### src/rtl/rf_write_sched.sv
// rf_write_sched: arbitrates the single register-file write port between
// pipeline writeback (WB), a debug/loader channel (DBG) and an internal
// clear sequencer. Priority WB > CLEAR > DBG; one registered write per cycle.
module rf_write_sched #(
  parameter int unsigned WORD_LEN     = 32,
  parameter int unsigned ADDR_LEN     = 5,
  parameter int unsigned NUM_REGS     = 32,
  parameter int unsigned STARVE_LIMIT = 4
) (
  input  logic                clk,
  input  logic                rst,
  input  logic                wb_en,
  input  logic [ADDR_LEN-1:0] wb_dest,
  input  logic [WORD_LEN-1:0] wb_val,
  input  logic                dbg_valid,
  input  logic [ADDR_LEN-1:0] dbg_dest,
  input  logic [WORD_LEN-1:0] dbg_val,
  output logic                dbg_ready,
  input  logic                clr_start,
  output logic                clr_busy,
  output logic                clr_done,
  output logic                stall_out,
  output logic                rf_writeEn,
  output logic [ADDR_LEN-1:0] rf_dest,
  output logic [WORD_LEN-1:0] rf_writeVal
);

  localparam int unsigned CNT_W = 4;
  localparam logic [ADDR_LEN-1:0] LAST_IDX  = ADDR_LEN'(NUM_REGS - 1);
  localparam logic [ADDR_LEN-1:0] FIRST_IDX = ADDR_LEN'(1);
  localparam logic [CNT_W-1:0]    LIMIT     = CNT_W'(STARVE_LIMIT);

  typedef enum logic [1:0] {IDLE, CLEAR, DONE} state_e;

  state_e              state_q, state_d;
  logic [ADDR_LEN-1:0] idx_q, idx_d;
  logic [CNT_W-1:0]    cnt_q, cnt_d;
  logic                wen_q, wen_d;
  logic [ADDR_LEN-1:0] dest_q, dest_d;
  logic [WORD_LEN-1:0] val_q, val_d;
  logic                dbg_xfer;

  // DBG only wins an idle cycle that WB leaves free; held low in reset
  assign dbg_ready = dbg_valid & ~wb_en & (state_q == IDLE) & ~rst;
  assign dbg_xfer  = dbg_valid & dbg_ready;

  assign clr_busy    = (state_q == CLEAR);
  assign clr_done    = (state_q == DONE);
  assign stall_out   = (cnt_q == LIMIT) | (state_q == CLEAR);
  assign rf_writeEn  = wen_q;
  assign rf_dest     = dest_q;
  assign rf_writeVal = val_q;

  // Next-state: write-port mux, clear sequencer and DBG starve counter
  always_comb begin
    state_d = state_q;
    idx_d   = idx_q;
    cnt_d   = cnt_q;
    wen_d   = 1'b0;
    dest_d  = dest_q;
    val_d   = val_q;

    // Write-port mux; register 0 is never written
    if (wb_en) begin
      wen_d  = (wb_dest != '0);
      dest_d = wb_dest;
      val_d  = wb_val;
    end else if (state_q == CLEAR) begin
      wen_d  = (idx_q != '0);
      dest_d = idx_q;
      val_d  = '0;
    end else if (dbg_xfer) begin
      wen_d  = (dbg_dest != '0);
      dest_d = dbg_dest;
      val_d  = dbg_val;
    end

    // Clear sequencer; a WB write in CLEAR holds the index
    case (state_q)
      IDLE: begin
        if (clr_start) begin
          state_d = CLEAR;
          idx_d   = FIRST_IDX;
        end
      end
      CLEAR: begin
        if (!wb_en) begin
          if (idx_q == LAST_IDX) state_d = DONE;
          else                   idx_d   = idx_q + ADDR_LEN'(1);
        end
      end
      DONE:    state_d = IDLE;
      default: state_d = IDLE;
    endcase

    // Starve counter: saturating count of denied idle DBG cycles
    if (!dbg_valid || dbg_xfer) begin
      cnt_d = '0;
    end else if ((state_q == IDLE) && (cnt_q != LIMIT)) begin
      cnt_d = cnt_q + CNT_W'(1);
    end
  end

  // State and output registers
  always_ff @(posedge clk or posedge rst) begin
    if (rst) begin
      state_q <= IDLE;
      idx_q   <= '0;
      cnt_q   <= '0;
      wen_q   <= 1'b0;
      dest_q  <= '0;
      val_q   <= '0;
    end else begin
      state_q <= state_d;
      idx_q   <= idx_d;
      cnt_q   <= cnt_d;
      wen_q   <= wen_d;
      dest_q  <= dest_d;
      val_q   <= val_d;
    end
  end

endmodule

### config.mk
export PLATFORM = sky130hd
export DESIGN_NAME = rf_write_sched
export DESIGN_NICKNAME = d
export VERILOG_FILES = /design/src/rtl/rf_write_sched.sv
export SDC_FILE = /design/constraint.sdc
export NUM_CORES = 1
export LEC_CHECK = 0
export BUFFER_PORTS_ARGS = -buffer_cell sky130_fd_sc_hd__buf_2
export CORE_AREA = 2 2 87 89
export DETAILED_ROUTE_END_ITERATION = 10
export DIE_AREA = 0 0 89 91
export GPL_TIMING_DRIVEN = 0
export PLACE_DENSITY_LB_ADDON = 0.3
export SKIP_CTS_REPAIR_TIMING = 1
export SYNTH_ARGS = -nofsm -noshare
export SYNTH_HDL_FRONTEND = slang
export SYNTH_SLANG_ARGS = --single-unit
### constraint.sdc
create_clock -name clk -period 2.6 [get_ports clk]
set_clock_uncertainty 0.15 [all_clocks]
set_input_delay 0.26 -clock clk [delete_from_list [all_inputs] [get_ports clk]]
set_output_delay 0.26 -clock clk [all_outputs]
set_load 0.01 [all_outputs]
==> results.toml <==
[timing]
slew_headroom_pct = 61.1
period_share_pct = 90.5
slew_violations = 0
setup_viol = 0
rsz0062_at_grt = "no"
min_period_ns = 2.35
final-hold-violation-count = 0
fin_tns_setup_ns = 0
fmax_mhz = 425
tightest_slew_ns = 0.582

[drt]
vias = 2526
vias_per_cell = 4.90
wl_per_cell_um = 14.0
ant_nets = 0
route.detailed.drc = 0
first_pass_iters = 4
totalWireLength_mm = 7.22
drtIter0Drc = 70

[cts]
cts_tree = "built"
ctsRootBufferMaster = "clkbuf_8"
h-tree-depth = 2
clkTransAtPathRegs_ns = 0.09
numClockSinks = 49
cts_max_path_buffers = 2
cts_made_buffers = 5
clock_latency_ns = 0.29

[synthesis]
yosys_warnings = 0
ys_types = 36
ys_seq_area_share_pct = 43.8
synth.area.top_cells = "dfrtp_1 44%, mux2_2 12%, o31ai_1 10%"
synthArstFlopShare_pct = 100
synth.avg_cell_area_um2 = 9.71
syn-num-nets = 372
synthCells = 288
synth_edf_count = 0
netlist_top_cells_count = "49 x dfrtp_1, 41 x inv_1, 38 x o31ai_1"
syn_area_um2 = 2800
synth_ff_type = "dfrtp_1"
synth_most_common_cell = "dfrtp_1"
yosys.area.top_type_share_pct = 43.8
yosysTopAreaCell = "dfrtp_1"
synth-seq-cells = 49

[final_layout]
fin_nets = 501
drive_above_1_share_pct = 40.3
finish.instance_area_um2 = 3640
fillers = 721
area_growth_pct = 30.1
insertedDiodeCount = 0

[grt]
grt_usage_pct = 18.7
grt_pass1_vias = 2574
grt_pass1_wl_mm = 12.1
grt-ovfl-total = 0
grt_antenna_before_repair = 0
grt_start_max_net_pins = 26

[power]
p_leak_nw = 1.89
peakVddDrop_v = 0.000250
p_per_area_nw_per_um2 = 610

[min_path]
min_path_type = "primary input to flip-flop"
min_path_cells = 3

[floorplan]
die_h_um = 91
die-area_um2 = 8100
rows = 31
io_pins = 121
core_um2 = 7140
start_util_pct = 39.2
dieWidth_um = 89

[setup_path]
cp_cell_sequence = "ha_1 > and3_1 > ha_1 > or3b_2 > a21oi_1 > mux2i_1"
crit_type = "flip-flop to flip-flop"
worstReg2RegStart = "idx_q[0]"
r2r_slack_ns = 0.25
crit_path_frequent_cell = "ha_1"
cp-startpoint = "idx_q[0]"
arrival_ns = 2.42
crit_end = "idx_q[1]"
required_ns = 2.67
cp_max_fo = 4
slowest_delay_ns = 0.44
end_kind = "flip-flop"
critPathBufInv = 0
crit_slowest_cell = "or3b_2"
timing.rr.end = "idx_q[1]"
critPathTopFamily = "simple AND/OR/NAND/NOR gates"
reg2reg_depth = 6
crit_cells = 6
start_kind = "flip-flop"

[placement]
dpl_cell_area_um2 = 3540
gp_congestion = 0.825
port_buffers = 120
post-dp-hpwl_mm = 5.64

[status]
outcome = "finished clean"

[run]
max_cap_viol_count = 0
power by group:
part           switching [W]  internal, W
registers           0.000100     0.000900
clock network       0.000244     0.000212
logic               0.000410     0.000352
total               0.000754      0.00146
registers in the layout, indices dropped and copies added (netlist names):
name,cells
rf_writeEn,1
idx_q,5
rf_writeVal,32
rf_dest,5
cnt_q,4
state_q,2
metrics by stage:
| stage | utilization [%] | power, W | instances | worst slack, ns | hold slack [ns] |
|---|---|---|---|---|---|
| 2_1_floorplan | - | 0.00149 | 288 | 0.464 | 0.271 |
| 3_3_place_gp | 49.3 | 0.00176 | 507 | 0.256 | 0.328 |
| 5_1_grt | 51.0 | 0.00238 | 516 | 0.150 | 0.115 |
| 3_5_place_dp | 49.6 | 0.00179 | 508 | 0.283 | 0.236 |
| 4_1_cts | 50.8 | 0.00225 | 515 | 0.261 | -0.0939 |
| 6_report | 51.0 | 0.00222 | 516 | 0.246 | 0.112 |
cell type report:
type | instances | area, um^2 | area share [%]
multi-input cells | 178 | 1320 | 36.2
well taps | 99 | 124 | 3.41
repair buffers | 122 | 631 | 17.3
flip-flops and latches | 49 | 1230 | 33.7
inverters | 42 | 158 | 4.33
plain buffers | 19 | 95.1 | 2.61
clock buffers | 7 | 86.3 | 2.37
per-layer routing:
metal,wire length [um],global-route usage (%)
met1,3190,23.7
met3,515,5.36
met2,3490,31.7
met4,33,3.73
met5,0,0
placed cells by master, fill, tap and decap left out, types with 2 or more instances in the layout:
cell	count
nor4b_1	2
inv_1	40
nand2b_1	8
inv_2	2
ha_1	5
mux2i_1	3
nor2_1	3
dfrtp_1	49
o31ai_1	38
nand2_1	35
o2bb2ai_1	5
buf_2	121
o21ai_0	5
and3b_1	6
nand3_1	3
or3b_2	2
or4_1	3
a211oi_1	6
mux2_2	31
clkbuf_8	6
a21oi_1	9
clkbuf_1	16
buf_6	3
worst min-delay path by stage:
stage	start	to	slack, ns
floorplan	dbg_valid	rf_writeEn	0.27
global placement	rf_dest[4]	rf_dest[4]	0.33
detailed placement	rst	state_q[1]	0.24
CTS	rst	cnt_q[0]	-0.09
global route	clr_start	state_q[0]	0.11
finish	clr_start	state_q[0]	0.11
worst min-delay path, delay by kind of cell:
kind,cells,cell delay (ns)
and+or+nand+nor,1,0.08
AOI/OAI and AO/OA,1,0.07
buffers and inverters,1,0.11
cell families (layout without fill, tap and decap cells):
family          after synthesis  after routing  share of synthesized area (%)
compound gates               66             66                           16.7
fa+ha+maj                     5              5                           2.24
buf+inv                      61            190                           9.04
flops                        49             49                           43.8
mux                          35             35                           14.0
simple gates                 72             72                           14.2
Power figures use the tool's default switching activity.
